### config.mk
export PLATFORM = sky130hd
export DESIGN_NAME = beep_sched
export DESIGN_NICKNAME = d
export VERILOG_FILES = /design/src/rtl/beep_pkg.sv /design/src/rtl/beep_prio_enc.sv /design/src/rtl/beep_sched.sv
export SDC_FILE = /design/constraint.sdc
export NUM_CORES = 1
export LEC_CHECK = 0
export BUFFER_PORTS_ARGS = -buffer_cell sky130_fd_sc_hd__buf_2
export CAP_MARGIN = 20
export CELL_PAD_IN_SITES_DETAIL_PLACEMENT = 1
export CELL_PAD_IN_SITES_GLOBAL_PLACEMENT = 1
export CORE_ASPECT_RATIO = 1.2
export CORE_MARGIN = 5
export CORE_UTILIZATION = 41
export CTS_CLUSTER_SIZE = 30
export DETAILED_ROUTE_END_ITERATION = 10
export HOLD_SLACK_MARGIN = 0.1
export PLACE_DENSITY = 0.81
export SYNTH_ARGS = -nofsm -noshare
export SYNTH_HDL_FRONTEND = slang
export SYNTH_HIERARCHICAL = 1
export SYNTH_SLANG_ARGS = --single-unit
### constraint.sdc
create_clock -name clk -period 2.11 [get_ports clk]
set_clock_uncertainty 0.05 [all_clocks]
set_input_delay 0.211 -clock clk [delete_from_list [all_inputs] [get_ports clk]]
set_output_delay 0.211 -clock clk [all_outputs]
set_load 0.01 [all_outputs]
### src/rtl/beep_pkg.sv
// rtl/beep_pkg.sv - shared encodings and beep counts for the beep scheduler
package beep_pkg;

  typedef enum logic [1:0] {
    ST_IDLE = 2'd0,
    ST_ON   = 2'd1,
    ST_OFF  = 2'd2
  } state_t;

  localparam int SRC_KEY   = 0;
  localparam int SRC_COIN  = 1;
  localparam int SRC_DONE  = 2;
  localparam int SRC_FAULT = 3;

  localparam logic [2:0] CNT_KEY   = 3'd1;
  localparam logic [2:0] CNT_COIN  = 3'd2;
  localparam logic [2:0] CNT_DONE  = 3'd3;
  localparam logic [2:0] CNT_FAULT = 3'd5;

endpackage

### src/rtl/beep_prio_enc.sv
// rtl/beep_prio_enc.sv - fixed-priority pick of the pending source and its beep count
module beep_prio_enc
  import beep_pkg::*;
(
  input  logic [3:0] pend,
  output logic [3:0] sel,
  output logic [2:0] count
);

  always_comb begin
    sel   = 4'b0000;
    count = 3'd0;
    if (pend[SRC_FAULT]) begin
      sel[SRC_FAULT] = 1'b1;
      count          = CNT_FAULT;
    end else if (pend[SRC_DONE]) begin
      sel[SRC_DONE] = 1'b1;
      count         = CNT_DONE;
    end else if (pend[SRC_COIN]) begin
      sel[SRC_COIN] = 1'b1;
      count         = CNT_COIN;
    end else if (pend[SRC_KEY]) begin
      sel[SRC_KEY] = 1'b1;
      count        = CNT_KEY;
    end
  end

endmodule

### src/rtl/beep_sched.sv
// rtl/beep_sched.sv - latches beep requests and plays one source's pattern at a time
module beep_sched
  import beep_pkg::*;
#(
  parameter logic [23:0] ON_TICKS  = 24'd10_000_000,
  parameter logic [23:0] OFF_TICKS = 24'd5_000_000
) (
  input  logic       clk,
  input  logic       rst_n,
  input  logic [3:0] req,
  input  logic       mute,
  output logic       beep,
  output logic       busy,
  output logic [3:0] grant,
  output logic       merged
);

  state_t      state, state_nx;
  logic [23:0] cnt, cnt_nx;
  logic [2:0]  left, left_nx;
  logic [3:0]  pend, pend_nx;
  logic [3:0]  grant_nx, clr;
  logic [3:0]  sel;
  logic [2:0]  count;
  logic        beep_nx, busy_nx, merged_nx;

  beep_prio_enc u_prio (
    .pend  (pend),
    .sel   (sel),
    .count (count)
  );

  always_ff @(posedge clk) begin
    if (!rst_n) begin
      state <= ST_IDLE;
    end else begin
      state <= state_nx;
    end
  end

  always_comb begin
    state_nx = state;
    cnt_nx   = cnt;
    left_nx  = left;
    grant_nx = grant;
    clr      = 4'b0000;
    case (state)
      ST_IDLE: begin
        if ((pend != 4'b0000) && !mute) begin
          state_nx = ST_ON;
          clr      = sel;
          grant_nx = sel;
          left_nx  = count;
          cnt_nx   = ON_TICKS - 24'd1;
        end
      end
      ST_ON: begin
        if (mute) begin
          state_nx = ST_IDLE;
          grant_nx = 4'b0000;
          cnt_nx   = 24'd0;
          left_nx  = 3'd0;
        end else if (cnt == 24'd0) begin
          state_nx = ST_OFF;
          left_nx  = left - 3'd1;
          cnt_nx   = OFF_TICKS - 24'd1;
        end else begin
          cnt_nx = cnt - 24'd1;
        end
      end
      ST_OFF: begin
        if (mute) begin
          state_nx = ST_IDLE;
          grant_nx = 4'b0000;
          cnt_nx   = 24'd0;
          left_nx  = 3'd0;
        end else if (cnt == 24'd0) begin
          if (left != 3'd0) begin
            state_nx = ST_ON;
            cnt_nx   = ON_TICKS - 24'd1;
          end else begin
            state_nx = ST_IDLE;
            grant_nx = 4'b0000;
          end
        end else begin
          cnt_nx = cnt - 24'd1;
        end
      end
      default: begin
        state_nx = ST_IDLE;
        grant_nx = 4'b0000;
        cnt_nx   = 24'd0;
        left_nx  = 3'd0;
      end
    endcase
  end

  // A new request in the grant cycle survives the clear.
  always_comb begin
    pend_nx   = (pend & ~clr) | req;
    merged_nx = |(req & pend);
    beep_nx   = (state_nx != ST_ON);
    busy_nx   = (state_nx != ST_IDLE);
  end

  always_ff @(posedge clk) begin
    if (!rst_n) begin
      cnt    <= 24'd0;
      left   <= 3'd0;
      pend   <= 4'b0000;
      grant  <= 4'b0000;
      beep   <= 1'b1;
      busy   <= 1'b0;
      merged <= 1'b0;
    end else begin
      cnt    <= cnt_nx;
      left   <= left_nx;
      pend   <= pend_nx;
      grant  <= grant_nx;
      beep   <= beep_nx;
      busy   <= busy_nx;
      merged <= merged_nx;
    end
  end

endmodule

==> impl_metrics.toml <==
[status]
status = "finished, violations left"
violations = "negative setup slack"

[detailed_routing]
dr_wl_met3_um = 314
antenna_left = 0
post_drt_wl_per_cell_um = 19.84
drt_wl_total_mm = 8.054
wl_met2_mm = 4.154
drt_iter0_drc = 149
dr.max_layer_used = "met4"
dr.pass1.iters = 4
avgViaCountPerCell = 6.217
wl_met1_mm = 3.453
vias = 2524
drc_errors = 0

[sta]
rsz0062_at_grt = "true"
hold_ws_ns = 0.1183
setup_viol = 3
hold_viol = 0
tightest_slew_ns = 0.5858
min_period_ns = 2.136
slew_headroom = 0.6065
timing.final.ws_setup_ns = -0.02630
slew_violations = 0
max_freq_mhz = 468.1
timing.final.crit_share = 1.012

[logic_synthesis]
ys_types = 56
synth_commonest_cells = "dfxtp_1, a21oi_1, nand2_1, nor2_1, o21ai_0"
synth.top_cells.by_area = "dfxtp_1, a21oi_1, nand2_1, nor2_1, o21ai_0"
yosysMostFrequentCell = "dfxtp_1"
syn_avg_cell_area_um2 = 7.854
yosysSeqAreaShare = 0.3492
synthSimpleGateAreaFrac = 0.2771
synth_area_leader_cell = "dfxtp_1"
synthXorXnorAreaFrac = 0.007638
syn-num-nets = 302
netlist.area_leader.share = 0.3492
synth_top_family_by_area = "compound AO/OA/AOI/OAI gates"
synth-compound-area-share = 0.3115
synth_cells = 292
synthFlopType = "dfxtp_1"
synth_async_sr_flop_share = 0
syn_area_um2 = 2293
synth-seq-cells = 40
synthAdderAreaFrac = 0.01637
ys_warn_count = 6
synth_edf_count = 0
synthMuxAreaShare = 0

[placed_design]
placed_area_um2 = 2656
pre_cts_ws_ns = -0.1305
gp_congestion = 0.8385
port_buffers = 13
dpl.hpwl_mm = 5.619

[worst_setup_path]
cp_slowest_stage_delay_ns = 0.44
reg2regPathDepth = 7
crit_path_start_kind = "flop"
r2r_start = "cnt[1]"
reg2reg_slack_ns = -0.03
r2r-end = "cnt[20]"
crit_fanout = 6
cp.required_ns = 2.25
endpoint_kind = "flop"
slowest_stage = "or3b_4"
crit_chain = "inv_2, ha_4, or3b_4, nor4_4, a41o_1, a31oi_2, a2111oi_2"
critical_path_class = "flop to flop"
crit_arrival_ns = 2.27

[cells_and_area]
drive_above_1_share = 0.2674
finalNetCount = 353
n_antenna_cell = 0
final_area_um2 = 2885
synthToLayoutAreaGrowth_pct = 25.80
nFillCells = 683

[worst_hold_path]
min_path_type = "input port to flop"
hold_depth = 3
worstHoldEndpoint = "pend[0]"
min_from = "req[0]"

[grt]
grt_usage = 0.2213
grt_overflow = 0
grt_pass1_vias = 2584
grt_pass1_wl_mm = 12.79
grt_max_degree = 16
antenna_found_initial = 0

[floorplanning]
coreArea_um2 = 5370
fp-row-count = 29
dieArea_um2 = 7196
die-height_um = 91.93
initial_utilization = 0.4271
boundaryPins = 14
die_x_um = 78.28

[cts]
root_buffer = "clkbuf_8"
cts_buffers = 5
clk_path_buf_depth = 2
cts.htree.levels = 2
cts_tree = "yes"
clk_pin_slew_ns = 0.08
cts_num_sinks = 40
clk_latency_ns = 0.30

[job]
maxCapViolations = 0

[pwr]
p_leak_nw = 1.114
total_power_w = 0.002368
irDropWorstVdd_mv = 0.4165
p_per_area_nw_per_um2 = 820.9
[cells in the final DEF, fill, tap and decap left out, types with 3 or more instances in the layout]
cell,count
inv_1,6
dfxtp_2,3
nor3_1,4
nand2_1,29
nor3b_1,3
clkbuf_8,5
nand4_1,3
a21oi_1,35
a31oi_1,10
a22oi_1,4
dfxtp_1,37
nor4_4,3
nor2_1,29
nand3_1,11
o31ai_1,4
or4_1,4
o221a_2,4
o21a_1,5
buf_2,13
dlygate4sd3_1,3
nor4_1,9
o21ai_0,19
nand2b_1,3
o21ai_1,7
buf_4,40
[cell families after synthesis]
kind of cell / Yosys count
AOI/OAI and AO/OA: 111
xor gates and xnor gates: 2
adders and majority gates: 3
buffers and inverters: 20
DFF: 40
and+or+nand+nor: 116
[final cells by class]
type	count	area, um2	share of cell area
Tap cell	62	77.57	0.02689
Timing Repair Buffer	56	395.4	0.1370
Sequential cell	40	804.5	0.2788
Multi-Input combinational cell	232	1470	0.5095
Clock inverter	2	35.03	0.01214
Clock buffer	6	72.57	0.02515
Inverter	8	30.03	0.01041
[metal layers]
layer | up-vias | GRT usage
li1 | 1206 | -
met1 | 1255 | 0.2683
met2 | 52 | 0.3936
met3 | 11 | 0.03235
met4 | 0 | 0.08163
met5 | - | 0
[worst max path at each step]
stage,to,start,cells after the start
after floorplan,cnt[20],cnt[0],8
after global placement,cnt[22],cnt[0],7
after detailed placement,cnt[22],cnt[0],7
final,cnt[20],cnt[1],7
after CTS,cnt[20],cnt[0],7
after global routing,cnt[15],cnt[8],6
[sequential cells by signal, indices dropped and copies added, names as in the netlist]
register and count:
busy 1, pend 4, state 2, grant 4, left 3, beep 1
merged 1, cnt 24
[critical path, delay by kind of cell (launching register included)]
family	cells	cell delay [ns]
AND/OR/NAND/NOR	2	0.84
flip-flops	1	0.33
adder cells (fa/ha/maj)	1	0.14
buffers and inverters	1	0.07
AO/OA/AOI/OAI	3	0.60
[per-stage QoR]
step                      utilization    TNS, ns  instances
after CTS                      0.5242  -0.008877        403
after floorplan                     -          0        292
after global routing           0.5373    -0.4861        406
after global placement         0.4946          0        392
after detailed placement       0.4946    -0.8888        392
final                          0.5373   -0.03794        406
[where the power goes]
part	switching, W	leakage [nW]	internal, W
Sequential	0.000112	0.331	0.000834
Combinational	0.000445	0.728	0.000351
Clock	0.000275	0.0552	0.000351
[what timing repair did]
| item | in CTS | in global routing |
|---|---|---|
| setup endpoints to repair | 13 | 14 |
| buffers inserted | 0 | 3 |
| pin swaps | 2 | 5 |
| resized for setup | 5 | 14 |
| endpoints found under the hold margin | 3 | 0 |
| hold buffers | 3 | 0 |
Note: power is estimated with default switching activity, not from simulation.
